==> config.mk <==
export PLATFORM = sky130hd
export DESIGN_NAME = div_sequencer
export DESIGN_NICKNAME = d
export VERILOG_FILES = /design/src/rtl/mips_defs_pkg.sv /design/src/rtl/div_step.sv /design/src/rtl/div_sequencer.sv
export SDC_FILE = /design/constraint.sdc
export NUM_CORES = 1
export LEC_CHECK = 0
export ABC_AREA = 0
export BUFFER_PORTS_ARGS = -buffer_cell sky130_fd_sc_hd__buf_2
export CORE_MARGIN = 4
export CORE_UTILIZATION = 55
export DETAILED_ROUTE_END_ITERATION = 8
export PLACE_DENSITY = 0.75
export SETUP_SLACK_MARGIN = 0.02
export SYNTH_ARGS = -nofsm -noshare
export SYNTH_HDL_FRONTEND = slang
export SYNTH_SLANG_ARGS = --single-unit
==> constraint.sdc <==
create_clock -name clk -period 12 [get_ports clk]
set_clock_uncertainty 0.05 [all_clocks]
set_input_delay 2.4 -clock clk [delete_from_list [all_inputs] [get_ports clk]]
set_output_delay 2.4 -clock clk [all_outputs]
set_load 0.01 [all_outputs]
==> src/rtl/mips_defs_pkg.sv <==
// Shared MIPS pipeline definitions: divider FSM state type, datapath width and
// the DIV/DIVU function codes used by the decode stage.
package mips_defs_pkg;

    localparam int unsigned DIV_WIDTH = 32;

    // Divider FSM encoding; kept as plain constants so legacy tools accept it.
    typedef logic [1:0] div_state_t;
    localparam div_state_t IDLE = 2'd0;
    localparam div_state_t BUSY = 2'd1;
    localparam div_state_t DONE = 2'd2;

    // R-type function field values for the decoder's isDiv flag.
    localparam logic [5:0] FUNCT_DIV  = 6'b011010;
    localparam logic [5:0] FUNCT_DIVU = 6'b011011;

endpackage

==> src/rtl/div_step.sv <==
// One restoring shift-subtract iteration of the divider, purely combinational.
// The partial remainder is one bit wider than the divisor so the shifted value
// never overflows; the trial subtract gets one further bit for its sign.
module div_step
    import mips_defs_pkg::*;
#(
    parameter int WIDTH = DIV_WIDTH
) (
    input  logic [WIDTH:0]   rem_in,
    input  logic             dvd_bit,
    input  logic [WIDTH-1:0] divisor,
    output logic [WIDTH:0]   rem_out,
    output logic             q_bit
);

    logic [WIDTH+1:0] shifted;
    logic [WIDTH+1:0] trial;

    // Shift in the next dividend bit, try the subtract, keep it if non-negative.
    always_comb begin
        shifted = {rem_in, dvd_bit};
        trial   = shifted - {2'b00, divisor};
        q_bit   = ~trial[WIDTH+1];
        rem_out = q_bit ? trial[WIDTH:0] : shifted[WIDTH:0];
    end

endmodule

==> src/rtl/div_sequencer.sv <==
// Iterative restoring divider with its control FSM for the MIPS EX stage.
// Handles DIV/DIVU: stalls the pipeline while iterating, then presents the
// remainder (HI) and quotient (LO) with a one-cycle result_valid strobe.
// Optional build macro DIV_EARLY_OUT_EN: divide-by-zero and |opa| < |opb|
// finish straight from IDLE without iterating.
module div_sequencer
    import mips_defs_pkg::*;
#(
    parameter int WIDTH = DIV_WIDTH
) (
    input  logic             clk,
    input  logic             rst,
    input  logic             start,
    input  logic             signed_div,
    input  logic [WIDTH-1:0] opa,
    input  logic [WIDTH-1:0] opb,
    input  logic             cancel,
    output logic             stall_div,
    output logic             result_valid,
    output logic [WIDTH-1:0] hi_out,
    output logic [WIDTH-1:0] lo_out
);

    localparam int CNT_W = $clog2(WIDTH) + 1;
    localparam logic [CNT_W-1:0] LAST_STEP = CNT_W'(WIDTH - 1);

    div_state_t       state_q, state_d;
    logic [CNT_W-1:0] cnt_q, cnt_d;
    logic [WIDTH:0]   rem_q, rem_d;     // partial remainder
    logic [WIDTH-1:0] dvd_q, dvd_d;     // dividend shifting out, quotient shifting in
    logic [WIDTH-1:0] dvs_q, dvs_d;     // |divisor|
    logic [WIDTH-1:0] orig_a_q, orig_a_d;
    logic             qneg_q, qneg_d;
    logic             rneg_q, rneg_d;
    logic             dz_q, dz_d;
    logic [WIDTH-1:0] hi_q, hi_d;
    logic [WIDTH-1:0] lo_q, lo_d;

    logic [WIDTH-1:0] abs_a, abs_b;
    logic [WIDTH:0]   step_rem;
    logic             step_q;
    logic [WIDTH-1:0] quot_final;
    logic [WIDTH-1:0] rem_final;

    // Operand magnitudes; only signed divides take the absolute value.
    always_comb begin
        abs_a = (signed_div && opa[WIDTH-1]) ? (~opa + 1'b1) : opa;
        abs_b = (signed_div && opb[WIDTH-1]) ? (~opb + 1'b1) : opb;
    end

`ifdef DIV_EARLY_OUT_EN
    logic early_out;

    // Results known without iterating: divide by zero or dividend below divisor.
    always_comb begin
        early_out = (opb == '0) || (abs_a < abs_b);
    end
`endif

    div_step #(
        .WIDTH (WIDTH)
    ) u_div_step (
        .rem_in  (rem_q),
        .dvd_bit (dvd_q[WIDTH-1]),
        .divisor (dvs_q),
        .rem_out (step_rem),
        .q_bit   (step_q)
    );

    // Final step's outputs, used when leaving BUSY.
    always_comb begin
        quot_final = {dvd_q[WIDTH-2:0], step_q};
        rem_final  = step_rem[WIDTH-1:0];
    end

    // FSM and datapath next-state.
    always_comb begin
        state_d  = state_q;
        cnt_d    = cnt_q;
        rem_d    = rem_q;
        dvd_d    = dvd_q;
        dvs_d    = dvs_q;
        orig_a_d = orig_a_q;
        qneg_d   = qneg_q;
        rneg_d   = rneg_q;
        dz_d     = dz_q;
        hi_d     = hi_q;
        lo_d     = lo_q;

        case (state_q)
            IDLE: begin
                if (start && !cancel) begin
                    dvd_d    = abs_a;
                    dvs_d    = abs_b;
                    orig_a_d = opa;
                    qneg_d   = signed_div && (opa[WIDTH-1] ^ opb[WIDTH-1]);
                    rneg_d   = signed_div && opa[WIDTH-1];
                    dz_d     = (opb == '0);
                    rem_d    = '0;
                    cnt_d    = '0;
                    state_d  = BUSY;
`ifdef DIV_EARLY_OUT_EN
                    if (early_out) begin
                        // Dividend is the remainder as-is (already carries its sign).
                        hi_d    = opa;
                        lo_d    = (opb == '0) ? '1 : '0;
                        state_d = DONE;
                    end
`endif
                end
            end
            BUSY: begin
                if (cancel) begin
                    cnt_d   = '0;
                    state_d = IDLE;
                end else begin
                    rem_d = step_rem;
                    dvd_d = {dvd_q[WIDTH-2:0], step_q};
                    cnt_d = cnt_q + 1'b1;
                    if (cnt_q == LAST_STEP) begin
                        cnt_d   = '0;
                        state_d = DONE;
                        if (dz_q) begin
                            hi_d = orig_a_q;
                            lo_d = '1;
                        end else begin
                            hi_d = rneg_q ? (~rem_final + 1'b1) : rem_final;
                            lo_d = qneg_q ? (~quot_final + 1'b1) : quot_final;
                        end
                    end
                end
            end
            DONE: begin
                // start is still the same instruction here, so it is ignored.
                state_d = IDLE;
            end
            default: begin
                state_d = IDLE;
            end
        endcase
    end

    // State and datapath registers.
    always_ff @(posedge clk or posedge rst) begin
        if (rst) begin
            state_q  <= IDLE;
            cnt_q    <= '0;
            rem_q    <= '0;
            dvd_q    <= '0;
            dvs_q    <= '0;
            orig_a_q <= '0;
            qneg_q   <= 1'b0;
            rneg_q   <= 1'b0;
            dz_q     <= 1'b0;
            hi_q     <= '0;
            lo_q     <= '0;
        end else begin
            state_q  <= state_d;
            cnt_q    <= cnt_d;
            rem_q    <= rem_d;
            dvd_q    <= dvd_d;
            dvs_q    <= dvs_d;
            orig_a_q <= orig_a_d;
            qneg_q   <= qneg_d;
            rneg_q   <= rneg_d;
            dz_q     <= dz_d;
            hi_q     <= hi_d;
            lo_q     <= lo_d;
        end
    end

    // Combinational handshake outputs; cancel wins over everything.
    always_comb begin
        stall_div    = (((state_q == IDLE) && start) || (state_q == BUSY)) && !cancel;
        result_valid = (state_q == DONE) && !cancel;
        hi_out       = hi_q;
        lo_out       = lo_q;
    end

endmodule

==> results list <==
- Worst Path Max Fanout: 39
* Setup Viol. Count Final: 0
* Post-Route Setup TNS: 0 ns
- In this run the number of H-tree levels came out at 1.
- Highest attainable clock frequency: 158 MHz
- Measured on the finished design, the core utilization comes to 0.623.
- Layout net count: 1859
- Using the TritonRoute via totals, the vias-per-cell ratio works out to ~6.
- Gpl congestion: 0.926
- FFs w/ async S/R, synth: 1.00
- Maximum vdd drop: 0.200 mV
- First DRT Iteration DRCs: 1003
- Clk Tree Root Cell: sky130_fd_sc_hd__clkbuf_16
- Post-route antenna net violation count: 0
* Main flop type after synthesis: sky130_fd_sc_hd__dfrtp_1
- Status: finished clean
- Crit path DAT: around 6.7 ns
- Summed over all cells, the static leakage comes to between 6 and 7 nW.
- Tightest hold margin: approximately 0.42 ns
- Startpoint-to-endpoint class of the critical path: flop to flop
- The count of final hold-check violations was 0.
- Register-to-register path setup slack: 5.68 ns
* Floorplan Core Area: 24200 sq um
- Net count after synthesis: 1773
- After floorplanning, the core was divided into 57 placement rows.
* Number of buffers on the longest clock path: 3
- Headroom to the max-slew limit: 0.203
- Crit-path leading delay family: simple AND/OR/NAND/NOR gates
* Data required time of the worst path: 12.36 ns
- Cell Count Post-Placement: about 2.1k
- Counting the fill cells in the layout gives 2178.
- Averaged over all synthesized cells, the footprint is 8.09 sq um.
- In the routed design, unresolved DRC markers number 0.
- The number of clock buffers added by TritonCTS is 23.
- The number of global-route vias before repair is 11.9k.
- Maximum number of pins on one net before global-route repair: 150
* Count of buffering cells on the critical path with inverters included: 2
* Classification of the worst-slack hold path: flop to flop
* Final instance area: between 15000 and 20000 sq um
* Placed wire-length estimate: 26700 microns
- In the finished design, the share of the clock period the worst path needs comes to 0.526.
- Total routing usage reported by global routing: 0.271
- Post-Syn Area: 13500 sq um
* Area added between synthesis and finish: 12.0%
- Final Critical Period: approximately 6.3 ns
* Die extent in y: between 150 and 200 microns
- Crit-path cells: ha_1, a21oi_1, o21ai_1, a22oi_2, a31oi_2, nor4_4, nor2_4, inv_2, mux2i_1, ha_1, inv_1, nor4_1, nand4_1, nor4_1, a41oi_1, or2_1, nor2_1, nor4_1, a311oi_1
* Wire per inst: 17.8 microns
* TritonCTS clock tree: done
- The clock drives 204 sinks.
- For this run the aggregate overflow at the end of global routing stands at 0.
- During placement, the flow inserted port buffers numbering ~130.
- Dividing total power by cell area gives a power density of 263 nW/um^2.
- Leaving out filler cells and counting taps, the final layout contains approximately 2.1k.
* Starting density of the core: 0.556
- The total count of max-transition violations in the final report is 0.
* EDFF count, synth: 0
- The first global-routing pass estimated approximately 60000 microns of wire.
* Post-CTS Repair Setup Buffers: 0
- Library cell contributing the largest single delay on the critical path: sky130_fd_sc_hd__inv_2
- Gates resized, CTS repair: 0
- On the worst path, the slowest cell contributes a delay of roughly 0.62 ns.
* Post-synth cell types: 83
- Setup repair after global routing left no endpoint under its margin.
* Detailed Route WL: 37300 microns
* Warnings from Yosys: 0
* Cell occurring most often along the worst timing path: sky130_fd_sc_hd__nor4_1
* Register clock-pin slew on the reported worst setup and hold paths: 0.06 ns
- DR vias: 12.6k
* #FFs+latches synth: around 200
- For this design, the CTS-stage hold fixing added 0 buffers.
- Element type at the critical path start: flop
- Actual transition at the worst max-transition pin: around 1.2 ns
* Storage element area: 5100 sq um
- For this design the top-level I/O count stands at 135.
- Share of synthesized area occupied by flip-flops and latches: 0.379
- The pre-antenna-repair detailed-routing pass consisted of 8 iterations.
- Max cap viols: 0
- Kind of end point of the critical path: flop
* Clock Latency Late Sink: 0.52 ns
- Of the cells placed in the final design, the portion with a size suffix greater than 1 is 0.129.
* Multi-input gate area: 7850 sq um
* Antenna violations before repair: 1
- The cell count after synthesis came out at 1666.
- In this run the cell area measured after placement is around 14000 sq um.
- The die covers roughly 27000 sq um.
* Chip Width: around 160 microns
## cell families after synthesis
| group | after synthesis | synth area share |
|---|---|---|
| and+or+nand+nor | 590 | 0.199 |
| AOI/OAI and AO/OA | 518 | 0.230 |
| DFF | 204 | 0.379 |
| buffers and inverters | 144 | 0.0419 |
| xor gates and xnor gates | 137 | 0.0890 |
| adders and majority gates | 38 | 0.0358 |
| muxes | 35 | 0.0263 |
## worst min-delay path, cell delays in order (launching register included)
cell and delay, ns:
sky130_fd_sc_hd__dfrtp_1 0.34, sky130_fd_sc_hd__nand2_1 0.05, sky130_fd_sc_hd__nand2_1 0.05
## cell usage after synthesis, types with 12 or more instances
| library cell | number | area share |
|---|---|---|
| sky130_fd_sc_hd__ha_1 | 37 | 0.034 |
| sky130_fd_sc_hd__nand3_1 | 17 | 0.0063 |
| sky130_fd_sc_hd__clkbuf_1 | 59 | 0.016 |
| sky130_fd_sc_hd__o31ai_1 | 26 | 0.014 |
| sky130_fd_sc_hd__o41ai_1 | 12 | 0.0078 |
| sky130_fd_sc_hd__dfrtp_1 | 204 | 0.38 |
| sky130_fd_sc_hd__nor3_1 | 33 | 0.012 |
| sky130_fd_sc_hd__or3_1 | 20 | 0.0093 |
| sky130_fd_sc_hd__o21a_1 | 13 | 0.0072 |
| sky130_fd_sc_hd__xnor2_1 | 51 | 0.033 |
| sky130_fd_sc_hd__nand2_1 | 286 | 0.080 |
| sky130_fd_sc_hd__inv_1 | 59 | 0.016 |
| sky130_fd_sc_hd__a21oi_1 | 159 | 0.059 |
| sky130_fd_sc_hd__xor2_1 | 86 | 0.056 |
| sky130_fd_sc_hd__a31oi_1 | 18 | 0.0084 |
| sky130_fd_sc_hd__o21ai_0 | 194 | 0.072 |
| sky130_fd_sc_hd__nor2_1 | 131 | 0.036 |
| sky130_fd_sc_hd__nor4_1 | 18 | 0.0084 |
| sky130_fd_sc_hd__mux2i_1 | 32 | 0.024 |
## layer usage
metal,wire length (microns),share of wire,track usage,up-vias
met5,0,0,0,-
met4,1280,0.034,0.0938,0
met3,2240,0.060,0.0362,86
met2,17400,0.47,0.441,420
met1,16400,0.44,0.374,5977
li1,-,-,-,6067
## report_power, final
part | switching [mW] | leakage [nW] | internal [mW]
registers | 0.159 | 2.68 | 0.813
clock network | 0.287 | 0.373 | 0.429
logic | 1.45 | 3.91 | 0.838
## sequential cells by signal, summed over array words and instances, names as in the netlist
name / cells
dvs_q: 32
dvd_q: 32
lo_out: 32
dz_q: 1
orig_a_q: 32
rneg_q: 1
cnt_q: 6
qneg_q: 1
hi_out: 32
state_q: 2
rem_q: 33
## stage by stage
stage               worst slack, ns  total power, mW
global route                   5.34             4.26
detailed placement             5.96             3.21
floorplan                      3.98             2.68
finish                         5.68             3.97
CTS                            5.90             3.94
global placement               5.97             3.16
## path summary, 6_finish.rpt
check,from,endpoint,cells past startpoint
worst max register to register,rem_q[9],hi_out[30],19
min in group asynchronous,rst,rem_q[29],2
worst max-delay path,rem_q[9],hi_out[30],19
max in group asynchronous,rst,hi_out[18],3
worst min-delay path,orig_a_q[18],orig_a_q[18],2
worst min register to register,orig_a_q[18],orig_a_q[18],2
## area by class of cell
| type | count | share of cell area |
|---|---|---|
| antenna | 1 | 0.000166 |
| clock buffer | 38 | 0.0478 |
| clock inverter | 3 | 0.00282 |
| inverter | 61 | 0.0157 |
| multi-input combinational | 1318 | 0.519 |
| sequential | 204 | 0.338 |
| tap | 324 | 0.0268 |
| timing repair buffer | 144 | 0.0494 |
## placed cells by master (no fill, tap or decap), drive strengths merged, types with 17 or more instances in the layout
cell type  instances
a21oi            161
dfrtp            204
nand2            286
nor3              33
xnor2             51
inv               61
o31ai             26
xor2              86
nand3             17
or3               21
nor4              20
mux2i             32
a31oi             19
nor2             132
ha                37
clkbuf            38
buf              144
o21ai            202
Power figures use the tool's default switching activity.
